--- src/rtl/ula_pkg.sv ---
`default_nettype none
// ============================================================================
// Module   : ula_pkg
// Purpose  : Shared definitions for the arbitrated MIPS ALU: opcode values,
//            arbiter FSM state encoding and the default datapath width.
// Revision : 1.0 - initial release
// ============================================================================
package ula_pkg;

  localparam int LARGURA_PADRAO = 32;

  localparam logic [2:0] OP_AND = 3'b000;
  localparam logic [2:0] OP_OR  = 3'b001;
  localparam logic [2:0] OP_ADD = 3'b010;
  localparam logic [2:0] OP_SUB = 3'b110;
  localparam logic [2:0] OP_SLT = 3'b111;

  typedef enum logic [1:0] {
    OCIOSO   = 2'd0,
    EXECUTA  = 2'd1,
    RESPONDE = 2'd2
  } estado_t;

endpackage
`default_nettype wire

--- src/rtl/ula_nucleo.sv ---
`default_nettype none
// ============================================================================
// Module   : ula_nucleo
// Purpose  : Combinational 32-bit MIPS ALU core (and/or/add/sub/slt).
//            Undefined opcodes give a zero result with the error flag set.
// Revision : 1.0 - initial release
// ============================================================================
module ula_nucleo
  import ula_pkg::*;
#(
  parameter int LARGURA = LARGURA_PADRAO
) (
  input  logic [LARGURA-1:0] operador1,
  input  logic [LARGURA-1:0] operador2,
  input  logic [2:0]         opCode,
  output logic [LARGURA-1:0] resultado,
  output logic               isZero,
  output logic               erro
);

  // Decode the opcode and evaluate the selected operation.
  always_comb begin
    resultado = '0;
    erro      = 1'b0;
    case (opCode)
      OP_AND:  resultado = operador1 & operador2;
      OP_OR:   resultado = operador1 | operador2;
      OP_ADD:  resultado = operador1 + operador2;
      OP_SUB:  resultado = operador1 - operador2;
      OP_SLT:  resultado = {{(LARGURA-1){1'b0}},
                            ($signed(operador1) < $signed(operador2))};
      default: erro = 1'b1;
    endcase
    isZero = (resultado == '0);
  end

endmodule
`default_nettype wire

--- src/rtl/arbitro_ula.sv ---
`default_nettype none
// ============================================================================
// Module   : arbitro_ula
// Purpose  : Shares one ALU core between the execute datapath (requester 0)
//            and the branch/PC unit (requester 1). One operation at a time:
//            accept -> execute -> hold response until the owner consumes it.
// Config   : ARBITRO_RR_EN defined   -> round-robin tie breaking.
//            ARBITRO_RR_EN undefined -> requester 0 always wins a tie.
// Revision : 1.0 - initial release
// ============================================================================
module arbitro_ula
  import ula_pkg::*;
#(
  parameter int LARGURA = LARGURA_PADRAO
) (
  input  logic               clock,
  input  logic               reset,
  input  logic               req_valid0,
  input  logic               req_valid1,
  output logic               req_ready0,
  output logic               req_ready1,
  input  logic [LARGURA-1:0] operador1_0,
  input  logic [LARGURA-1:0] operador1_1,
  input  logic [LARGURA-1:0] operador2_0,
  input  logic [LARGURA-1:0] operador2_1,
  input  logic [2:0]         opCode0,
  input  logic [2:0]         opCode1,
  output logic               resp_valid0,
  output logic               resp_valid1,
  input  logic               resp_ready0,
  input  logic               resp_ready1,
  output logic [LARGURA-1:0] resultado,
  output logic               isZero,
  output logic               erro
);

  estado_t              state_q, state_d;
  logic [LARGURA-1:0]   op1_q, op1_d;
  logic [LARGURA-1:0]   op2_q, op2_d;
  logic [2:0]           opc_q, opc_d;
  logic                 owner_q, owner_d;
  logic [LARGURA-1:0]   res_q, res_d;
  logic                 zero_q, zero_d;
  logic                 erro_q, erro_d;
  logic                 rv0_q, rv0_d;
  logic                 rv1_q, rv1_d;

  logic [LARGURA-1:0]   core_res;
  logic                 core_zero;
  logic                 core_erro;

  logic                 prio;
  logic                 grant1;
  logic                 idle;
  logic                 accept;
  logic                 resp_ack;

`ifdef ARBITRO_RR_EN
  logic                 ptr_q, ptr_d;
  assign prio = ptr_q;
`else
  assign prio = 1'b0;
`endif

  // Requester 1 wins alone, or on a tie when the pointer favours it.
  // Ready is suppressed while reset is held so nothing looks accepted.
  assign grant1     = req_valid1 & (~req_valid0 | prio);
  assign idle       = reset & (state_q == OCIOSO);
  assign req_ready0 = idle & req_valid0 & ~grant1;
  assign req_ready1 = idle & grant1;
  assign accept     = req_ready0 | req_ready1;
  assign resp_ack   = (rv0_q & resp_ready0) | (rv1_q & resp_ready1);

  assign resp_valid0 = rv0_q;
  assign resp_valid1 = rv1_q;
  assign resultado   = res_q;
  assign isZero      = zero_q;
  assign erro        = erro_q;

  ula_nucleo #(
    .LARGURA (LARGURA)
  ) u_nucleo (
    .operador1 (op1_q),
    .operador2 (op2_q),
    .opCode    (opc_q),
    .resultado (core_res),
    .isZero    (core_zero),
    .erro      (core_erro)
  );

  // Next-state logic for the accept / execute / respond sequence.
  always_comb begin
    state_d = state_q;
    op1_d   = op1_q;
    op2_d   = op2_q;
    opc_d   = opc_q;
    owner_d = owner_q;
    res_d   = res_q;
    zero_d  = zero_q;
    erro_d  = erro_q;
    rv0_d   = rv0_q;
    rv1_d   = rv1_q;
`ifdef ARBITRO_RR_EN
    ptr_d   = ptr_q;
`endif
    case (state_q)
      OCIOSO: begin
        if (accept) begin
          op1_d   = grant1 ? operador1_1 : operador1_0;
          op2_d   = grant1 ? operador2_1 : operador2_0;
          opc_d   = grant1 ? opCode1     : opCode0;
          owner_d = grant1;
          state_d = EXECUTA;
        end
      end
      EXECUTA: begin
        res_d   = core_res;
        zero_d  = core_zero;
        erro_d  = core_erro;
        rv0_d   = ~owner_q;
        rv1_d   = owner_q;
        state_d = RESPONDE;
      end
      RESPONDE: begin
        if (resp_ack) begin
          rv0_d   = 1'b0;
          rv1_d   = 1'b0;
          state_d = OCIOSO;
`ifdef ARBITRO_RR_EN
          ptr_d   = ~owner_q;
`endif
        end
      end
      default: begin
        state_d = OCIOSO;
        rv0_d   = 1'b0;
        rv1_d   = 1'b0;
      end
    endcase
  end

  // State and datapath registers; reset drops any in-flight operation.
  always_ff @(posedge clock or negedge reset) begin
    if (!reset) begin
      state_q <= OCIOSO;
      op1_q   <= '0;
      op2_q   <= '0;
      opc_q   <= 3'b000;
      owner_q <= 1'b0;
      res_q   <= '0;
      zero_q  <= 1'b0;
      erro_q  <= 1'b0;
      rv0_q   <= 1'b0;
      rv1_q   <= 1'b0;
`ifdef ARBITRO_RR_EN
      ptr_q   <= 1'b0;
`endif
    end else begin
      state_q <= state_d;
      op1_q   <= op1_d;
      op2_q   <= op2_d;
      opc_q   <= opc_d;
      owner_q <= owner_d;
      res_q   <= res_d;
      zero_q  <= zero_d;
      erro_q  <= erro_d;
      rv0_q   <= rv0_d;
      rv1_q   <= rv1_d;
`ifdef ARBITRO_RR_EN
      ptr_q   <= ptr_d;
`endif
    end
  end

endmodule
`default_nettype wire

--- config.mk ---
export PLATFORM = sky130hd
export DESIGN_NAME = arbitro_ula
export DESIGN_NICKNAME = d
export VERILOG_FILES = /design/src/rtl/ula_pkg.sv /design/src/rtl/ula_nucleo.sv /design/src/rtl/arbitro_ula.sv
export SDC_FILE = /design/constraint.sdc
export NUM_CORES = 1
export LEC_CHECK = 0
export CAP_MARGIN = 20
export CORE_MARGIN = 8
export CORE_UTILIZATION = 55
export DETAILED_ROUTE_END_ITERATION = 10
export MAX_ROUTING_LAYER = met4
export PLACE_DENSITY = 0.91
export SLEW_MARGIN = 5
export SYNTH_ARGS = -nofsm -noshare
export SYNTH_HDL_FRONTEND = slang
export SYNTH_HIERARCHICAL = 1
export SYNTH_SLANG_ARGS = --single-unit
--- constraint.sdc ---
create_clock -name clock -period 10.9 [get_ports clock]
set_input_delay 2.18 -clock clock [delete_from_list [all_inputs] [get_ports clock]]
set_output_delay 2.18 -clock clock [all_outputs]
set_load 0.005 [all_outputs]
==> impl_metrics.tcl, run 1 <==
set metrics [dict create \
    clock-sinks 106 \
    multi_input_area_sq_mm 0.00705 \
    dpl.hpwl_um 25000 \
    path_max_fanout 49 \
    holdPathStages 1 \
    synth_cell_types 87 \
    numPortBuffers 177 \
    clock_latency_ns 0.36 \
    dr.pass1.iters 6 \
    clock_skew_ns 0.00771 \
    syn_inst 1125 \
    cap_violations 0 \
    die_area_sq_mm 0.0237 \
    grt_usage_pct 27.6 \
    gp_congestion 0.978 \
    netlist_area_sq_mm 0.0105 \
    hold_viol_final 0 \
    vias 9397 \
    layout_common_cells "clkdlybuf4s50_1, mux2_2, dfrtp_1, inv_1, ha_1" \
    post_cts_buffers 0 \
    min_period_ns 5.97 \
    numCtsBuffers 9 \
    overflow 0 \
    io_pins 178 \
    wl_met3_um 2790 \
    viasPerCell 6.28 \
    slew_viol_final 0 \
    crit_type "in -> out" \
    layout_commonest_cell "clkdlybuf4s50_1" \
    antenna_left 0 \
    cp-start-kind "primary input" \
    peakVddDrop_mv 0.172 \
    seq_area_frac_synth_pct 25.3 \
    synth_edf_count 0 \
    cts-root-buf "clkbuf_16" \
    die_width_um 154 \
    diodes 0 \
    coreArea_sq_mm 0.0187 \
    power_density_mw_per_mm2 364 \
    drive_above_1_share_pct 18.3 \
    seqCellArea_sq_mm 0.00265 \
    start_util_pct 56.0 \
    fp.dieH_um 154 \
    finalCoreUtilization_pct 67.1 \
    p_leak_nw 5.57 \
    syn_nets 1365 \
    cp_data_arrival_time_ns 3.79 \
    nFillCells 1453 \
    synth_ff_type "dfrtp_1" \
    syn_to_final_growth_pct 19.7 \
    drc 0 \
    setup_viol 0 \
    required_ns 8.72 \
    met2RoutedLength_um 15400 \
    cts_tree "built" \
    postCtsHoldBufs 0 \
    nets 1497 \
    finalSetupTns_ns 0 \
    critPathCaptureType "output port" \
    grt_antenna_before_repair 0 \
    grt_pass1_vias 9564 \
    synth-seq-cells 106 \
    post-route-period-util_pct 54.8 \
    drt-initial-drc-count 877 \
    grt_pass1_wl_um 51500 \
    grt_max_degree 69 \
    status "completed" \
    postSynthAreaPerCell_sq_um 9.32 \
    cts_max_level 3 \
    drt-met1-wl_um 13600 \
    rsz0062_at_grt "no" \
    drt_wl_total_um 32600 \
    clockBufferDepth 2 \
    synthArstFlopShare_pct 100 \
    top_layer "met4" \
    rows 50 \
    rr_worst_depth 15 \
    worst_slew_pin_slew_ns 0.962 \
    cts_resized 0 \
    slew_headroom_pct 35.8 \
    wl_per_cell_um 21.8 \
    worst_setup_hold_path_clk_slew_ns 0.07 \
    fmax_ghz 0.167 \
    yosysWarnings 6 \
    hp-class "reg -> reg" \
]
[synthesized netlist by cell type (all sizes together), types with 4 or more instances]
library cell / instances / area (sq um)
a211oi: 11 / 92.6
nor3b: 6 / 50.1
a221oi: 9 / 103
a311oi: 6 / 52.6
o31ai: 9 / 67.6
a31oi: 6 / 43.8
dfrtp: 106 / 2650
mux2: 169 / 2090
nand2b: 11 / 76.3
clkbuf: 24 / 90.1
and3: 4 / 25.0
o21bai: 9 / 67.6
or3: 4 / 25.0
xnor2: 15 / 131
mux2i: 23 / 230
a41oi: 5 / 43.8
o2111ai: 4 / 35.0
a2111oi: 8 / 101
nor2: 61 / 234
o211ai: 12 / 109
nor4: 10 / 75.1
a21oi: 71 / 370
nand3: 21 / 105
o22ai: 16 / 100
or4: 8 / 65.1
o221ai: 6 / 52.6
a21o: 22 / 166
inv: 106 / 398
and2: 7 / 43.8
nand2: 67 / 251
buf: 41 / 304
ha: 98 / 1230
nor2b: 12 / 75.1
o21ai: 56 / 280
o21a: 8 / 60.1
nand4: 14 / 87.6
nor3: 20 / 105
[critical path: stages]
cell and delay, ns:
buf_4 0.48, nor3b_2 0.38, and3b_1 0.20, clkdlybuf4s50_1 0.50
[power breakdown]
part           leakage (nW)  internal [W]  switching, W
Clock                 0.145      0.000172      0.000160
Combinational          4.14       0.00136       0.00210
Sequential             1.28      0.000581      0.000188
[sequential cells by signal (all words and copies together), names as in the netlist]
signal and flops:
resultado 32, state_q 2, resp_valid1 1, resp_valid0 1, erro 1, opc_q 3
isZero 1, op1_q 32, op2_q 32, owner_q 1
[final cells by class]
type	instances	share of cell area, %
Clock buffer	11	2.01
Multi-Input combinational cell	848	56.1
Sequential cell	106	21.1
Clock inverter	5	0.359
Tap cell	234	2.33
Inverter	106	3.17
Timing Repair Buffer	186	14.8
[per-layer routing]
metal / global-route usage [%] / vias to the layer above
met3: 5.10 / 63
met1: 35.1 / 4538
met4: 7.89 / 0
met5: - / -
li1: - / 4309
met2: 44.2 / 487
[worst paths after layout]
check,from,to,slack (ns)
max,reset,req_ready1,4.93
min,resultado[18],resultado[18],0.51
max reg2reg,op1_q[0],isZero,6.16
min reg2reg,resultado[18],resultado[18],0.51
max in group asynchronous,reset,op2_q[14],7.85
min in group asynchronous,reset,resultado[25],1.83
[through the flow]
step | setup WS [ns] | power (W) | instance area, sq um | hold WS [ns] | std cells
floorplan | 6.16 | 0.00316 | 10500 | 0.479 | 1125
global placement | 4.95 | 0.00404 | 12200 | 0.487 | 1478
detailed placement | 4.89 | 0.00411 | 12200 | 0.492 | 1478
CTS | 4.88 | 0.00447 | 12500 | 0.509 | 1494
global route | 4.75 | 0.00487 | 12500 | 0.511 | 1496
finish | 4.93 | 0.00456 | 12500 | 0.507 | 1496
[cells by family (layout without fill, tap and decap cells)]
family / count (synthesis) / in the layout / synth area share (%)
fa+ha+maj: 100 / 100 / 12.1
flops: 106 / 106 / 25.3
xor+xnor: 17 / 17 / 1.42
simple gates: 256 / 256 / 12.5
buf+inv: 171 / 308 / 7.56
compound gates: 283 / 283 / 19.0
mux: 192 / 192 / 22.1
Note: power is estimated with default switching activity, not from simulation.
==> run 2, diff against run 1 <==
--- a/config.mk
+++ b/config.mk
@@ -7,10 +7,10 @@
 export LEC_CHECK = 0
 export CAP_MARGIN = 20
 export CORE_MARGIN = 8
-export CORE_UTILIZATION = 55
+export CORE_UTILIZATION = 50
 export DETAILED_ROUTE_END_ITERATION = 10
 export MAX_ROUTING_LAYER = met4
-export PLACE_DENSITY = 0.91
+export PLACE_DENSITY = 0.88
 export SLEW_MARGIN = 5
 export SYNTH_ARGS = -nofsm -noshare
 export SYNTH_HDL_FRONTEND = slang
==> constraint.sdc (replaced) <==
create_clock -name clock -period 5.1 [get_ports clock]
set_input_delay 1.02 -clock clock [delete_from_list [all_inputs] [get_ports clock]]
set_output_delay 1.02 -clock clock [all_outputs]
set_load 0.005 [all_outputs]
==> impl_metrics.tcl, run 2 (same netlist as run 1, synthesis figures left out) <==
set metrics [dict create \
    vias 9479 \
    hp-start "resultado[29]" \
    fp.dieH_um 161 \
    syn_to_final_growth_pct 21.0 \
    multi_input_area_sq_mm 0.00705 \
    cp-start-kind "flop" \
    place_area_sq_mm 0.0123 \
    rsz0062_at_grt "no" \
    grt_pass1_wl_um 53700 \
    clockBufferDepth 2 \
    finalSetupTns_ns 0 \
    grt_usage_pct 26.4 \
    finalCoreUtilization_pct 60.9 \
    critPathCaptureType "flop" \
    gp_congestion 0.998 \
    viasPerCell 6.13 \
    crit_type "reg -> reg" \
    hold_viol_final 0 \
    cap_violations 0 \
    grt_antenna_before_repair 0 \
    slew_headroom_pct 35.6 \
    wl_per_cell_um 21.7 \
    required_ns 5.41 \
    coreArea_sq_mm 0.0208 \
    layout_commonest_cell "clkdlybuf4s50_1" \
    cts-root-buf "clkbuf_16" \
    status "completed" \
    die_width_um 161 \
    p_leak_nw 5.62 \
    hp-class "reg -> reg" \
    cts_tree "built" \
    nets 1508 \
    cts_resized 0 \
    drt_wl_total_um 33600 \
    post_cts_buffers 0 \
    overflow 0 \
    start_util_pct 50.3 \
    power_density_mw_per_mm2 778 \
    cts_max_level 3 \
    min_period_ns 4.50 \
    post-route-period-util_pct 88.2 \
    antenna_left 0 \
    grt_max_degree 69 \
    worst_slew_pin_slew_ns 0.962 \
    drt-initial-drc-count 930 \
    numCtsBuffers 9 \
    peakVddDrop_mv 0.260 \
    postCtsHoldBufs 0 \
    clock_skew_ns 0.0119 \
    slew_viol_final 0 \
    worst_setup_hold_path_clk_slew_ns 0.08 \
    dr.pass1.iters 8 \
    io_pins 178 \
    path_max_fanout 13 \
    holdWs_ns 0.511 \
    setup_viol 0 \
    seqCellArea_sq_mm 0.00265 \
    nFillCells 1780 \
    diodes 0 \
    cp_data_arrival_time_ns 4.81 \
    drive_above_1_share_pct 19.0 \
    design_area_sq_mm 0.0127 \
    numPortBuffers 177 \
    fmax_ghz 0.222 \
    layout_common_cells "clkdlybuf4s50_1, mux2_2, dfrtp_1, inv_1, ha_1" \
    worstReg2RegStart "op1_q[12]" \
    dpl.hpwl_um 26000 \
    place_inst 1530 \
    rows 53 \
    clock_latency_ns 0.36 \
    grt_pass1_vias 9566 \
    clock-sinks 106 \
    die_area_sq_mm 0.0259 \
    finalNonFillerCells 1547 \
    drc 0 \
    critPathLaunch "op1_q[12]" \
]
run 2: area by class of cell:
class                      instances  share of cell area (%)
multi-input combinational        848                    55.6
sequential                       106                    20.9
timing repair buffer             197                    15.3
inverter                         106                    3.14
tap                              275                    2.71
clock buffer                       9                    1.78
clock inverter                     6                   0.582
run 2: stage by stage:
step,power (W),setup WS [ns]
final,0.00987,0.603
after global routing,0.0106,0.381
after CTS,0.00969,0.698
after detailed placement,0.00890,0.733
after global placement,0.00880,0.761
after floorplan,0.00675,1.33
run 2: routing by layer:
layer / GRT usage [%] / part of all wire, % / vias to the layer above
li1: - / - / 4351
met5: - / 0 / -
met1: 35.6 / 45 / 4624
met3: 4.25 / 7.7 / 52
met4: 7.11 / 2.3 / 0
met2: 40.6 / 45 / 452
run 2: path summary, 6_finish.rpt:
| kind | endpoint | slack [ns] | depth (start not counted) |
|---|---|---|---|
| worst max-delay path | isZero | 0.60 | 14 |
| worst min-delay path | resultado[29] | 0.51 | 1 |
| worst max register to register | isZero | 0.60 | 14 |
| worst min register to register | resultado[29] | 0.51 | 1 |
| max in group asynchronous | op2_q[8] | 3.10 | 3 |
| min in group asynchronous | op2_q[27] | 0.79 | 2 |
run 2: critical path, stage by stage, from the launching register on:
cell	delay [ns]
dfrtp_1	0.39
inv_1	0.06
ha_1	0.51
nor4_1	0.60
nand3_1	0.13
a21oi_1	0.33
o41ai_2	0.20
a211oi_2	0.35
nor2_2	0.12
a2111oi_4	0.35
nor2_1	0.13
or4_1	0.53
or4_1	0.43
nor4_2	0.15
mux2_2	0.18
run 2: report_power, final:
part | switching [W] | internal (W)
combinational | 0.00454 | 0.00296
clock | 0.000339 | 0.000385
sequential | 0.000404 | 0.00124
total | 0.00528 | 0.00459
==> run 3, diff against run 2 <==
--- a/config.mk
+++ b/config.mk
@@ -6,11 +6,15 @@
 export NUM_CORES = 1
 export LEC_CHECK = 0
 export CAP_MARGIN = 20
+export CELL_PAD_IN_SITES_DETAIL_PLACEMENT = 1
+export CELL_PAD_IN_SITES_GLOBAL_PLACEMENT = 2
 export CORE_MARGIN = 8
-export CORE_UTILIZATION = 50
+export CORE_UTILIZATION = 31
+export CTS_CLUSTER_SIZE = 25
 export DETAILED_ROUTE_END_ITERATION = 10
 export MAX_ROUTING_LAYER = met4
 export PLACE_DENSITY = 0.88
+export SETUP_SLACK_MARGIN = 0.3
 export SLEW_MARGIN = 5
 export SYNTH_ARGS = -nofsm -noshare
 export SYNTH_HDL_FRONTEND = slang
==> impl_metrics.tcl, run 3 (same netlist as run 1, synthesis figures left out) <==
set metrics [dict create \
    vias 9291 \
    min_period_ns 4.54 \
    slew_viol_final 0 \
    drive_above_1_share_pct 19.0 \
    fmax_ghz 0.220 \
    layout_commonest_cell "clkdlybuf4s50_1" \
    crit_buf_inv 1 \
    syn_to_final_growth_pct 23.2 \
    cp_data_arrival_time_ns 4.84 \
    die_area_sq_mm 0.0400 \
    wl_per_cell_um 21.8 \
    finalCoreUtilization_pct 38.6 \
    crit_top_cell "or4_1" \
    numPortBuffers 177 \
    comb_power_share_pct 76.1 \
    p_clk_share_pct 7.3 \
    grt_max_degree 68 \
    p_leak_nw 5.62 \
    drt-initial-drc-count 555 \
    post_cts_buffers 0 \
    coreArea_sq_mm 0.0334 \
    post-route-period-util_pct 89.1 \
    hold_viol_final 0 \
    setup_viol 0 \
    fp.dieH_um 200 \
    hp-class "reg -> reg" \
    finalPower_w 0.0101 \
    power_density_mw_per_mm2 780 \
    nets 1507 \
    dpl.hpwl_um 29500 \
    critPathCaptureType "flop" \
    grt_pass1_vias 9932 \
    worst_slew_pin_slew_ns 1.05 \
    slowest_delay_ns 0.75 \
    viasPerCell 5.40 \
    finalSetupTns_ns 0 \
    clock_latency_ns 0.35 \
    die_width_um 200 \
    gp_congestion 0.912 \
    grt_usage_pct 19.2 \
    nFillCells 3814 \
    crit_slowest_cell "nor4_1" \
    cts-root-buf "clkbuf_16" \
    drc 0 \
    p_int_w 0.00460 \
    io_pins 178 \
    crit_type "reg -> reg" \
    rsz0062_at_grt "no" \
    antenna_left 0 \
    required_ns 5.40 \
    cts_tree "built" \
    layout_common_cells "clkdlybuf4s50_1, mux2_2, dfrtp_1, inv_1, ha_1" \
    grt_pass1_wl_um 58400 \
    status "completed" \
    numCtsBuffers 9 \
    holdWs_ns 0.511 \
    dr.pass1.iters 7 \
    path_cells "inv_1 -> ha_1 -> nor4_1 -> nand3_1 -> a21oi_1 -> o41ai_2 -> a211oi_2 -> nor2_2 -> a2111oi_4 -> nor2_1 -> or4_1 -> or4_1 -> nor4_2 -> mux2_2" \
    clock-sinks 106 \
    diodes 0 \
    seqPwrFrac_pct 16.7 \
    overflow 0 \
    cap_violations 0 \
    cp-start-kind "flop" \
    place_inst 1702 \
    peakVddDrop_mv 0.240 \
    crit_family "simple AND/OR/NAND/NOR gates" \
    p_switching_w 0.00547 \
    finalNonFillerCells 1720 \
    switching_share_pct 54.3 \
    drt_wl_total_um 37600 \
    worst_setup_hold_path_clk_slew_ns 0.08 \
    cts_max_level 3 \
    path_max_fanout 13 \
    slew_headroom_pct 30.2 \
    clockBufferDepth 2 \
    rows 67 \
    clock_skew_ns 0.0136 \
    start_util_pct 31.3 \
    grt_antenna_before_repair 0 \
]
-- run 3: cell count changes in the layout (fill, tap and decap cells not counted), sizes merged --
cell / previous run / this run
clkinv: 1 / 2
clkinvlp: 2 / 0
clkbuf: 9 / 11
buf: 21 / 20
-- run 3: per-stage QoR --
step,cell area [sq um],setup slack [ns]
after CTS,12900,0.467
final,12900,0.555
after floorplan,10500,1.33
after global placement,12600,0.528
after global routing,12900,0.313
after detailed placement,12600,0.493
-- run 3: final cells by class --
class                           instances  area (sq um)  share of cell area, %
Clock inverter                          5          61.3                  0.475
Tap cell                              448           561                   4.34
Multi-Input combinational cell        848          7070                   54.7
Timing Repair Buffer                  196          1940                   15.1
Clock buffer                           11           233                   1.80
Sequential cell                       106          2650                   20.5
Inverter                              106           398                   3.08
-- run 3: power groups by stage --
stage | clock network [W] | logic (W) | registers [W]
5_1_grt | 0.000793 | 0.00827 | 0.00176
6_report | 0.000731 | 0.00766 | 0.00168
3_3_place_gp | 0 | 0.00743 | 0.00166
4_1_cts | 0.000766 | 0.00754 | 0.00168
3_5_place_dp | 0 | 0.00749 | 0.00170
2_1_floorplan | 0 | 0.00521 | 0.00153
-- run 3: what timing repair did --
action,in CTS,in global routing
hold buffers,0,0
endpoints found under the hold margin,0,0
endpoints found under the setup margin,0,1
gates resized for setup,0,2
-- run 3: worst register-to-register path, delay by kind of cell, from the launching register on --
family | cells | cell delay (ns)
buffers and inverters | 1 | 0.06
and+or+nand+nor | 7 | 2.21
DFF | 1 | 0.40
AOI/OAI and AO/OA | 4 | 1.13
muxes | 1 | 0.17
adders and majority gates | 1 | 0.51
-- run 3: per-layer routing --
layer	global-route usage, %	vias to the layer above	wire (um)	part of all wire [%]
li1	-	4338	-	-
met1	26.2	4666	18000	48
met2	29.8	255	17100	46
met3	3.25	32	1900	5.1
met4	3.92	0	506	1.3
met5	-	-	0	0
-- run 3: worst paths after layout --
check | end | slack, ns | depth (start not counted) | start
max in group asynchronous | op2_q[11] | 2.97 | 3 | reset
max reg2reg | isZero | 0.56 | 14 | op1_q[12]
min reg2reg | resultado[16] | 0.51 | 1 | resultado[16]
min | resultado[16] | 0.51 | 1 | resultado[16]
min in group asynchronous | op1_q[31] | 0.81 | 2 | reset
max | isZero | 0.56 | 14 | op1_q[12]
